**src/rtl/traffic_pkg.sv**
```systemverilog
// Shared lamp codes, controller states and sizing helper for the tick-driven
// traffic controller.
package traffic_pkg;

  typedef enum logic [1:0] {
    Red    = 2'b00,
    Yellow = 2'b01,
    Green  = 2'b10
  } light_e;

  typedef enum logic [2:0] {
    StMainGreen    = 3'd0,
    StMainYellow   = 3'd1,
    StAllredToSide = 3'd2,
    StSideGreen    = 3'd3,
    StSideYellow   = 3'd4,
    StAllredToMain = 3'd5
  } state_e;

  function automatic int unsigned max4(input int unsigned a, input int unsigned b,
                                       input int unsigned c, input int unsigned d);
    int unsigned m;
    m = a;
    if (b > m) m = b;
    if (c > m) m = c;
    if (d > m) m = d;
    return m;
  endfunction

endpackage

```
**src/rtl/phase_timer.sv**
```systemverilog
// Tick-enabled phase counter: clears on phase change, stops at the terminal
// value so the main-green minimum can saturate while waiting for a request.
module phase_timer #(
  parameter int unsigned WIDTH = 4
) (
  input  logic             clk,
  input  logic             reset,
  input  logic             tick,
  input  logic             clear,
  input  logic [WIDTH-1:0] term,
  output logic             done
);

  logic [WIDTH-1:0] count_q, count_d;

  assign done = (count_q == term);

  always_comb begin
    count_d = count_q;
    if (clear) begin
      count_d = '0;
    end else if (tick && !done) begin
      count_d = count_q + 1'b1;
    end
  end

  always_ff @(posedge clk or negedge reset) begin
    if (!reset) begin
      count_q <= '0;
    end else begin
      count_q <= count_d;
    end
  end

endmodule

```
**src/rtl/tick_traffic_controller.sv**
```systemverilog
// Main/side intersection controller; every phase is timed in upstream ticks.
// Main road rests green; a latched side request runs one full side cycle.
module tick_traffic_controller
  import traffic_pkg::*;
#(
  parameter int unsigned GREEN_TICKS  = 8,
  parameter int unsigned YELLOW_TICKS = 2,
  parameter int unsigned ALLRED_TICKS = 1,
  parameter int unsigned SIDE_TICKS   = 4
) (
  input  logic       clk,
  input  logic       reset,
  input  logic       tick,
  input  logic       side_sensor,
  output logic [1:0] main_light,
  output logic [1:0] side_light,
  output logic       req_pending
);

  localparam int unsigned MaxTicks = max4(GREEN_TICKS, YELLOW_TICKS, ALLRED_TICKS, SIDE_TICKS);
  localparam int unsigned TimerW   = $clog2(MaxTicks + 1);

  state_e              state_q, state_d;
  logic                req_q, req_d;
  logic                done;
  logic                state_change;
  logic [TimerW-1:0]   term;

  always_comb begin
    case (state_q)
      StMainGreen:    term = TimerW'(GREEN_TICKS - 1);
      StMainYellow,
      StSideYellow:   term = TimerW'(YELLOW_TICKS - 1);
      StSideGreen:    term = TimerW'(SIDE_TICKS - 1);
      default:        term = TimerW'(ALLRED_TICKS - 1);
    endcase
  end

  phase_timer #(
    .WIDTH (TimerW)
  ) u_phase_timer (
    .clk   (clk),
    .reset (reset),
    .tick  (tick),
    .clear (state_change),
    .term  (term),
    .done  (done)
  );

  always_comb begin
    state_d = state_q;
    case (state_q)
      StMainGreen:    if (tick && done && req_q) state_d = StMainYellow;
      StMainYellow:   if (tick && done) state_d = StAllredToSide;
      StAllredToSide: if (tick && done) state_d = StSideGreen;
      StSideGreen:    if (tick && done) state_d = StSideYellow;
      StSideYellow:   if (tick && done) state_d = StAllredToMain;
      StAllredToMain: if (tick && done) state_d = StMainGreen;
      default:        state_d = StMainGreen;
    endcase
  end

  assign state_change = (state_d != state_q);

  // Sensor is ignored during SIDE_GREEN and on the edge entering it.
  always_comb begin
    req_d = req_q;
    if (state_q != StSideGreen) begin
      if (state_d == StSideGreen) begin
        req_d = 1'b0;
      end else if (side_sensor) begin
        req_d = 1'b1;
      end
    end
  end

  always_ff @(posedge clk or negedge reset) begin
    if (!reset) begin
      state_q <= StMainGreen;
      req_q   <= 1'b0;
    end else begin
      state_q <= state_d;
      req_q   <= req_d;
    end
  end

  always_comb begin
    main_light = Red;
    side_light = Red;
    case (state_q)
      StMainGreen:  main_light = Green;
      StMainYellow: main_light = Yellow;
      StSideGreen:  side_light = Green;
      StSideYellow: side_light = Yellow;
      default: ;
    endcase
  end

  assign req_pending = req_q;

endmodule

```
**config.mk**
```make
export PLATFORM = sky130hd
export DESIGN_NAME = tick_traffic_controller
export DESIGN_NICKNAME = d
export VERILOG_FILES = /design/src/rtl/traffic_pkg.sv /design/src/rtl/phase_timer.sv /design/src/rtl/tick_traffic_controller.sv
export SDC_FILE = /design/constraint.sdc
export NUM_CORES = 1
export LEC_CHECK = 0
export ABC_AREA = 0
export CAP_MARGIN = 20
export CORE_UTILIZATION = 30
export DETAILED_ROUTE_END_ITERATION = 10
export PLACE_DENSITY = 0.54
export RECOVER_POWER = 25
export SLEW_MARGIN = 20
export SYNTH_ARGS = -nofsm -noshare
export SYNTH_HDL_FRONTEND = slang
export SYNTH_SLANG_ARGS = --single-unit
```
**constraint.sdc**
```tcl
create_clock -name clk -period 2.1 [get_ports clk]
set_input_delay 0.21 -clock clk [delete_from_list [all_inputs] [get_ports clk]]
set_output_delay 0.21 -clock clk [all_outputs]
set_load 0.03 [all_outputs]
```
### Word-level counts from Yosys, hierarchy flattened

Cells that the tools add are included.

* add/subtract/negate cells: 1
* equality and inequality tests: 9
* muxes and demuxes: 14
* reduce and logical (&&, ||, !) cells: 9

Operators by type and width (count)
* $mux 3: 6
* $pmux 3 s6: 1
* $eq 3x2->1 const B: 3
* $pmux 3 s3: 1
* $mux 4: 2
* $pmux 2 s2: 2
* $eq 3x3->1 const B: 2
* $add 4x1->4 const B: 1
* $eq 4x3->1: 1
* $reduce_bool 2->1: 2
* $eq 3x1->1 const B: 1
* $logic_and 1x1->1: 3
* $logic_not 3->1: 1
* $ne 3x2->1 const B: 1
* $ne 3x3->1: 1
* $mux 1: 2
* $reduce_and 2->1: 1
* $reduce_or 2->1: 1
* $logic_not 1->1: 1

* bits in registers: 8
* logic and storage cells: 36

### Depth between registers and ports, before layout

Gate-level depths: netlist of run 1.

* depth in word-level cells: 11
* depth in mapped cells: 6

### By module

From an unflattened synthesis of run 1, not the netlist that was laid out.

* cell total of the unflattened synthesis: 55
* area, all modules: 559.3 um2

By module, submodules not included
* tick_traffic_controller: instances 1, cells an instance 32, area an instance 295.3 um2, sequential area each 100.1 um2
* phase_timer: instances 1, cells an instance 23, area an instance 264.0 um2, sequential area each 100.1 um2

### Worst setup path before layout of run 1

No wires, ideal clock.

* kind: register to register
* from: register state_q[2]
* to: register u_phase_timer.count_q[3]
* setup time: 0.123 ns
* arrival time: 1.619 ns
* data required time: 1.977 ns
* slack: 0.358 ns
* stages on the path, launching flop included: 6
* cell sequence: dfrtp_1 -> clkbuf_1 -> nor3_1 -> nor3_1 -> a21oi_1 -> nor2_1

* cells in the longest elaborated chain, start to end: 10
* elaborated cells on any way between the ends: 23

RTL lines
* from (decl): RTL line tick_traffic_controller.sv:23 `state_e state_q, state_d;`
* from (signal assigned): RTL line tick_traffic_controller.sv:79 `state_q <= StMainGreen;`
* from (signal assigned): RTL line tick_traffic_controller.sv:82 `state_q <= state_d;`
* $eq 3x3->1 or $eq 3x1->1 (tied branches): RTL line tick_traffic_controller.sv:30, tick_traffic_controller.sv:52
* $reduce_or 2->1: RTL line tick_traffic_controller.sv:30 `case (state_q)`
* $pmux 3 s3: RTL line tick_traffic_controller.sv:30
* $eq 4x3->1: RTL line phase_timer.sv:16 `assign done = (count_q == term);`
* $logic_and 1x1->1
* $logic_and 1x1->1: RTL line tick_traffic_controller.sv:53 `StMainGreen: if (tick && done && req_q) state_d = StMainYellow;`
* $mux 3: RTL line tick_traffic_controller.sv:53
* $pmux 3 s6: RTL line tick_traffic_controller.sv:52 `case (state_q)`
* $ne 3x3->1: RTL line tick_traffic_controller.sv:63 `assign state_change = (state_d != state_q);`
* $mux 4 or $reduce_bool 2->1 (tied branches)
* to (signal assigned): RTL line phase_timer.sv:31 `count_q <= count_d;`
* to (decl): RTL line phase_timer.sv:14 `logic [WIDTH-1:0] count_q, count_d;`

Several ways; a longest one is shown, not always the timed one.
A chain may end at the register's enable or synchronous reset.

### Final worst setup path of run 1

* from: register state_q[2]
* to: output port side_light[0]

* cells in the longest elaborated chain, start to end: 2
* elaborated cells on any way between the ends: 3

RTL lines
* $eq 3x3->1 or $eq 3x2->1 (tied branches): RTL line tick_traffic_controller.sv:90 `case (state_q)`
* $pmux 2 s2 (*): RTL line tick_traffic_controller.sv:90
* to (decl): RTL line tick_traffic_controller.sv:16 `output logic [1:0] side_light,`

Every way passes the cells marked *; elsewhere a longest branch is shown, timed or not.

==> run_results.csv, run 1 <==
group,metric,value,unit
synth,syn_avg_cell_area,9.195,um2
timing,grt_setup_unrepaired,"no",
final_layout,num_antenna_cells,0,
pwr,power.share.sequential,33.7,%
synth,async_flop_share,100.0,%
pwr,combPwrFrac,51.9,%
floorplan,rows,15,
final_layout,multi_input_area,355.3,um2
synth,synth_edf_count,0,
synth,ys_seq_area_share,34.56,%
critical_path,arrival,1760,ps
drt,wl,1.195,mm
drt,drc,0,
cts,root_buffer,"clkbuf_4",
cts,tritoncts,"built",
critical_path,crit_cells,2,
drt,initialDrtViolationCount,19,
critical_path,reg2reg_slack,160,ps
synth,ys_top_cells_by_count,"dfrtp_1 (8), nor2_1 (6), a21oi_1 (4), nor3b_1 (4)",
critical_path,path_delay_family,"buffers and inverters",
global_route,grt_pass1_wl,1.904,mm
cts,clkSlewWorstSetupHoldPaths,60,ps
pwr,clkPwrFrac,14.4,%
synth,synth_flop_cell,"dfrtp_1",
critical_path,crit_path_end_kind,"output port",
cts,clock_latency,270,ps
global_route,overflow,0,
floorplan,die_h,45.95,um
synth,synth_cell_types,34,
final_layout,layout.nets,80,
critical_path,cp_slowest_cell,"clkdlybuf4s50_1",
pwr,switching_share,44.01,%
drt,vias,510,
pwr,p_int,0.4926,mW
pwr,power_leakage,0.3018,nW
critical_path,critPathCapture,"side_light[0]",
timing,period_share,93.72,%
critical_path,r2r_cells,5,
synth,yosysTopAreaCell,"dfrtp_1",
critical_path,crit_chain,"nor3b_1, clkdlybuf4s50_1",
global_route,first_global_vias,455,
placement,placed_area,693.2,um2
cts,cts_sinks,8,
critical_path,start_kind,"register",
cts,cts_hold_buf,0,
cts,h-tree-depth,1,
floorplan,dieArea,2111,um2
floorplan,initial_core_util,32.84,%
critical_path,path_max_fanout,15,
global_route,globalRouteTotalUtil,13.24,%
timing,worst_pin_slew,389.4,ps
cts,cts_buffers,3,
hold_path,hold_path_class,"input port to asynchronous set/reset pin",
final_layout,fin_area,718.2,um2
global_route,grt_max_degree,16,
run_status,status,"completed",
synth,syn_nets,68,
pwr,p_per_area,1225,nW/um2
critical_path,critPathBufInv,1,
drt,first_pass_iters,4,
placement,hpwl,824.4,um
floorplan,ioPinCount,9,
final_layout,final_layout_size_suffix_gt1_share,15.07,%
timing,max_freq,508.1,MHz
flow_run,cap_violations,0,
critical_path,path_class,"register to output port",
pwr,p_switching,0.3872,mW
cts,cts_buffer_depth,2,
floorplan,fp.dieW,45.95,um
critical_path,max_stage_delay,690,ps
critical_path,r2r_start,"state_q[2]",
synth,yosys_warnings,0,
placement,placement.io_buffers,8,
timing,fin_tns_setup,0,ps
drt,antenna_left,0,
critical_path,startpoint,"state_q[2]",
final_layout,areaGrowthSynthToFinish,23.97,%
synth,synth-seq-cells,8,
timing,clock_skew,3.225,ps
synth,synth.cell_area,579.3,um2
cts,cts_resized,0,
cts,post_cts_buffers,0,
timing,max_slew_margin,74.04,%
placement,routabilityCongestion,0.7892,
final_layout,fillers,190,
timing,hold_viol_final,0,
drt,wl_per_cell,12.19,um
critical_path,crit_required,1890,ps
critical_path,r2r_end,"u_phase_timer.count_q[2]",
synth,synth.top_cell.area_share,34.56,%
final_layout,seq_area,200.2,um2
drt,vias_per_cell,5.204,
timing,min_period,1968,ps
synth,syn_inst,63,
floorplan,core_area,1764,um2
synth,netlist_top_cells_area,"dfrtp_1 (35%), nor3b_1 (5.2%), o41ai_4 (4.8%), nor2_1 (3.9%), a21oi_1 (3.5%)",
timing,setup_viol,0,
timing,maxSlewViolCount,0,
synth,synthMostInstantiatedCell,"dfrtp_1",
global_route,antenna_found_initial,0,
pwr,peakVddDrop,0.0005555,V
-- cell type report --
class,count,area share (%)
multi-input cells,49,49.48
flip-flops and latches,8,27.87
repair buffers,10,13.59
well taps,25,4.355
clock buffers,3,3.136
inverters,3,1.568
-- per-layer routing --
layer / track usage (%) / wire (um) / vias up
met4: 8.824 / 34 / 0
li1: - / - / 257
met3: 2.381 / 43 / 5
met5: 0 / 0 / -
met2: 21.41 / 552 / 11
met1: 15.78 / 564 / 237
-- placed cells by master, fill, tap and decap left out, types with 2 or more instances in the layout --
master,Yosys,routed
nand3b_1,2,2
nor3b_1,4,4
a21oi_1,4,4
buf_4,0,2
nor3_1,2,2
and3b_1,2,2
mux2i_1,2,2
clkbuf_4,0,3
clkdlybuf4s50_1,0,6
nand2_1,3,3
nand4_1,2,2
nor2_1,6,6
dfrtp_1,8,8
inv_1,3,3
o21ai_0,2,2
-- how the worst min path moves through the flow --
stage	to	slack, ps	cells past startpoint
after global placement	u_phase_timer.count_q[0]	520	1
after global routing	u_phase_timer.count_q[3]	330	1
after floorplan	req_pending	-90	0
final	u_phase_timer.count_q[3]	290	1
after detailed placement	u_phase_timer.count_q[0]	520	1
after CTS	u_phase_timer.count_q[3]	240	1
-- state kept, by name (all words and copies together), names as in the netlist --
| signal | flops |
|---|---|
| req_pending | 1 |
| state_q | 3 |
| u_phase_timer.count_q | 4 |
-- kinds of logic (layout without fill, tap and decap cells) --
| family | Yosys count | count (layout) | share of synthesized area (%) |
|---|---|---|---|
| simple gates | 32 | 32 | 34.99 |
| compound gates | 14 | 14 | 20.74 |
| flops | 8 | 8 | 34.56 |
| buf+inv | 6 | 16 | 4.103 |
| mux | 2 | 2 | 3.456 |
| fa+ha+maj | 1 | 1 | 2.159 |
-- power groups by stage --
stage | registers [mW] | logic [mW] | clock network [mW]
after CTS | 0.295 | 0.462 | 0.130
final | 0.296 | 0.456 | 0.127
after floorplan | 0.283 | 0.326 | 0
after detailed placement | 0.297 | 0.453 | 0
after global placement | 0.297 | 0.458 | 0
after global routing | 0.309 | 0.510 | 0.136
-- per-stage QoR --
step	util (%)	setup WS [ps]	hold WS, ps	std cells	total power [mW]
floorplan	-	358.4	-85.59	63	0.6094
global placement	39.29	187.8	521.4	95	0.7547
detailed placement	39.29	192.2	523.9	95	0.7499
CTS	40.57	51.36	239.6	98	0.8872
global route	40.71	10.55	326.5	98	0.9542
finish	40.71	132.0	294.5	98	0.8798
(Power assumes the default switching activity.)
==> inputs of run 2 (changes only) <==
Settings changed: CORE_AREA set to 2 2 39 41, CORE_UTILIZATION 30 to unset, DIE_AREA set to 0 0 41 43, GPL_ROUTABILITY_DRIVEN set to 0, PLACE_DENSITY 0.54 to 0.71.
Clock period 2.1 ns to 1.9 ns, I/O delays scaled along.
==> run 2 against run 1 <==
  * Non-clock buffer count is 2 higher
  * The run now ends with negative setup slack left
  * Cell count is 7.1% lower
  * Clock skew is 5.4 ps higher
==> run_results.csv, run 2 (synthesis gave the netlist of run 1 again) <==
group,metric,value,unit
cts,root_buffer,"clkbuf_4",
final_layout,areaGrowthSynthToFinish,27.21,%
critical_path,start_kind,"register",
drt,vias,517,
final_layout,final_cell_mix,"dfrtp_1 (7), nor2_1 (6)",
hold_path,hold_path_class,"input port to asynchronous set/reset pin",
final_layout,fin_area,737.0,um2
drt,routed.top_layer,"met4",
drt,wl_met2,661,um
timing,setup_viol,1,
timing,clock_skew,8.650,ps
global_route,overflow,0,
timing,max_freq,525.1,MHz
final_layout,layout.nets,82,
cts,cts_buffer_depth,2,
run_status,violations,"negative setup slack",
timing,max_slew_margin,70.77,%
global_route,grt_max_degree,12,
cts,cts_sinks,8,
floorplan,fp.dieW,41,um
final_layout,final_common_cell,"dfrtp_1",
global_route,first_global_vias,525,
drt,vias_per_cell,5.681,
global_route,grt_pass1_wl,2.166,mm
cts,cts_buffers,3,
final_layout,num_antenna_cells,0,
critical_path,crit_required,2090,ps
floorplan,rows,14,
cts,clock_latency,260,ps
critical_path,crit_path_end_kind,"register",
critical_path,r2r_cells,5,
critical_path,arrival,2090,ps
timing,hold_viol_final,0,
floorplan,die_h,43,um
timing,grt_setup_unrepaired,"yes",
final_layout,largest_register,"u_phase_timer.count_q",
pwr,peakVddDrop,0.0006805,V
timing,fin_tns_setup,-4.509,ps
drt,wl_per_cell,14.23,um
placement,placed_area,696.9,um2
cts,tritoncts,"built",
drt,antenna_left,0,
drt,initialDrtViolationCount,7,
final_layout,finalCoreUtilization,53.25,%
timing,period_share,100.2,%
final_layout,final_layout_size_suffix_gt1_share,22.67,%
global_route,antenna_found_initial,0,
placement,placement.io_buffers,8,
timing,maxSlewViolCount,0,
drt,first_pass_iters,4,
critical_path,path_max_fanout,5,
final_layout,largest_reg_flops,4,
floorplan,dieArea,1763,um2
timing,worst_pin_slew,436.9,ps
timing,layout_setup_ws,-4.509,ps
floorplan,core_area,1384,um2
cts,clkSlewWorstSetupHoldPaths,60,ps
drt,wl,1.295,mm
critical_path,path_class,"register to register",
global_route,globalRouteTotalUtil,17.99,%
cts,h-tree-depth,1,
placement,hpwl,887.8,um
drt,wl_met3,15,um
timing,min_period,1905,ps
floorplan,initial_core_util,41.86,%
drt,wl_met1,599,um
pwr,power_leakage,0.3138,nW
run_status,status,"complete, but fails checks",
floorplan,ioPinCount,9,
flow_run,cap_violations,0,
pwr,p_per_area,1347,nW/um2
drt,drc,0,
[run 2: cell count changes in the layout (fill, tap and decap cells not counted), sizes merged]
cell,previous run,this run
dlygate4sd2,0,4
clkdlybuf4s50,6,3
buf,2,4
dlymetal6s2s,1,0
[run 2: worst paths after layout]
path / from / end / slack (ps)
worst min register to register: req_pending / req_pending / 600
max in group asynchronous: reset / state_q[0] / 1320
worst max-delay path: state_q[2] / u_phase_timer.count_q[2] / -5
worst min-delay path: reset / req_pending / 280
worst max register to register: state_q[2] / u_phase_timer.count_q[2] / -5
min in group clk: req_pending / req_pending / 600
[run 2: per-layer routing]
metal	vias up	track usage (%)
li1	262	-
met1	242	24.75
met2	9	26.56
met3	4	0
met4	0	12.00
met5	-	0
[run 2: cell type report]
type	instances	area, um2
repair buffers	12	105.1
well taps	16	20.02
multi-input cells	49	376.6
flip-flops and latches	8	201.4
inverters	3	11.26
clock buffers	3	22.52
fillers	125	646.9
[run 2: metrics by stage]
| stage | hold WS [ps] | power [mW] | instances | setup WS, ps |
|---|---|---|---|---|
| after floorplan | -105.6 | 0.6735 | 63 | 158.4 |
| after global placement | 501.9 | 0.8394 | 88 | 92.54 |
| after detailed placement | 500.6 | 0.8489 | 88 | 46.86 |
| after CTS | 225.6 | 0.9702 | 91 | 37.70 |
| after global routing | 317.6 | 1.068 | 91 | -57.89 |
| final | 283.4 | 0.9929 | 91 | -4.509 |
[run 2: worst max-delay path: stages (launching register included)]
cell      delay, ps
dfrtp_1         430
and3b_1         230
o41ai_4         510
a21oi_2         150
or4_1           420
nand3b_1         90
[run 2: repair_timing]
action,4_1_cts,5_1_grt
hold buffers,0,0
hold endpoints to repair,0,0
pin swaps,0,1
resized for setup,4,5
buffers inserted,0,0
setup endpoints to repair,4,5
[run 2: report_power, final]
part	internal, mW	switching (mW)
sequential	0.236	0.0959
clock	0.0726	0.0623
combinational	0.233	0.293
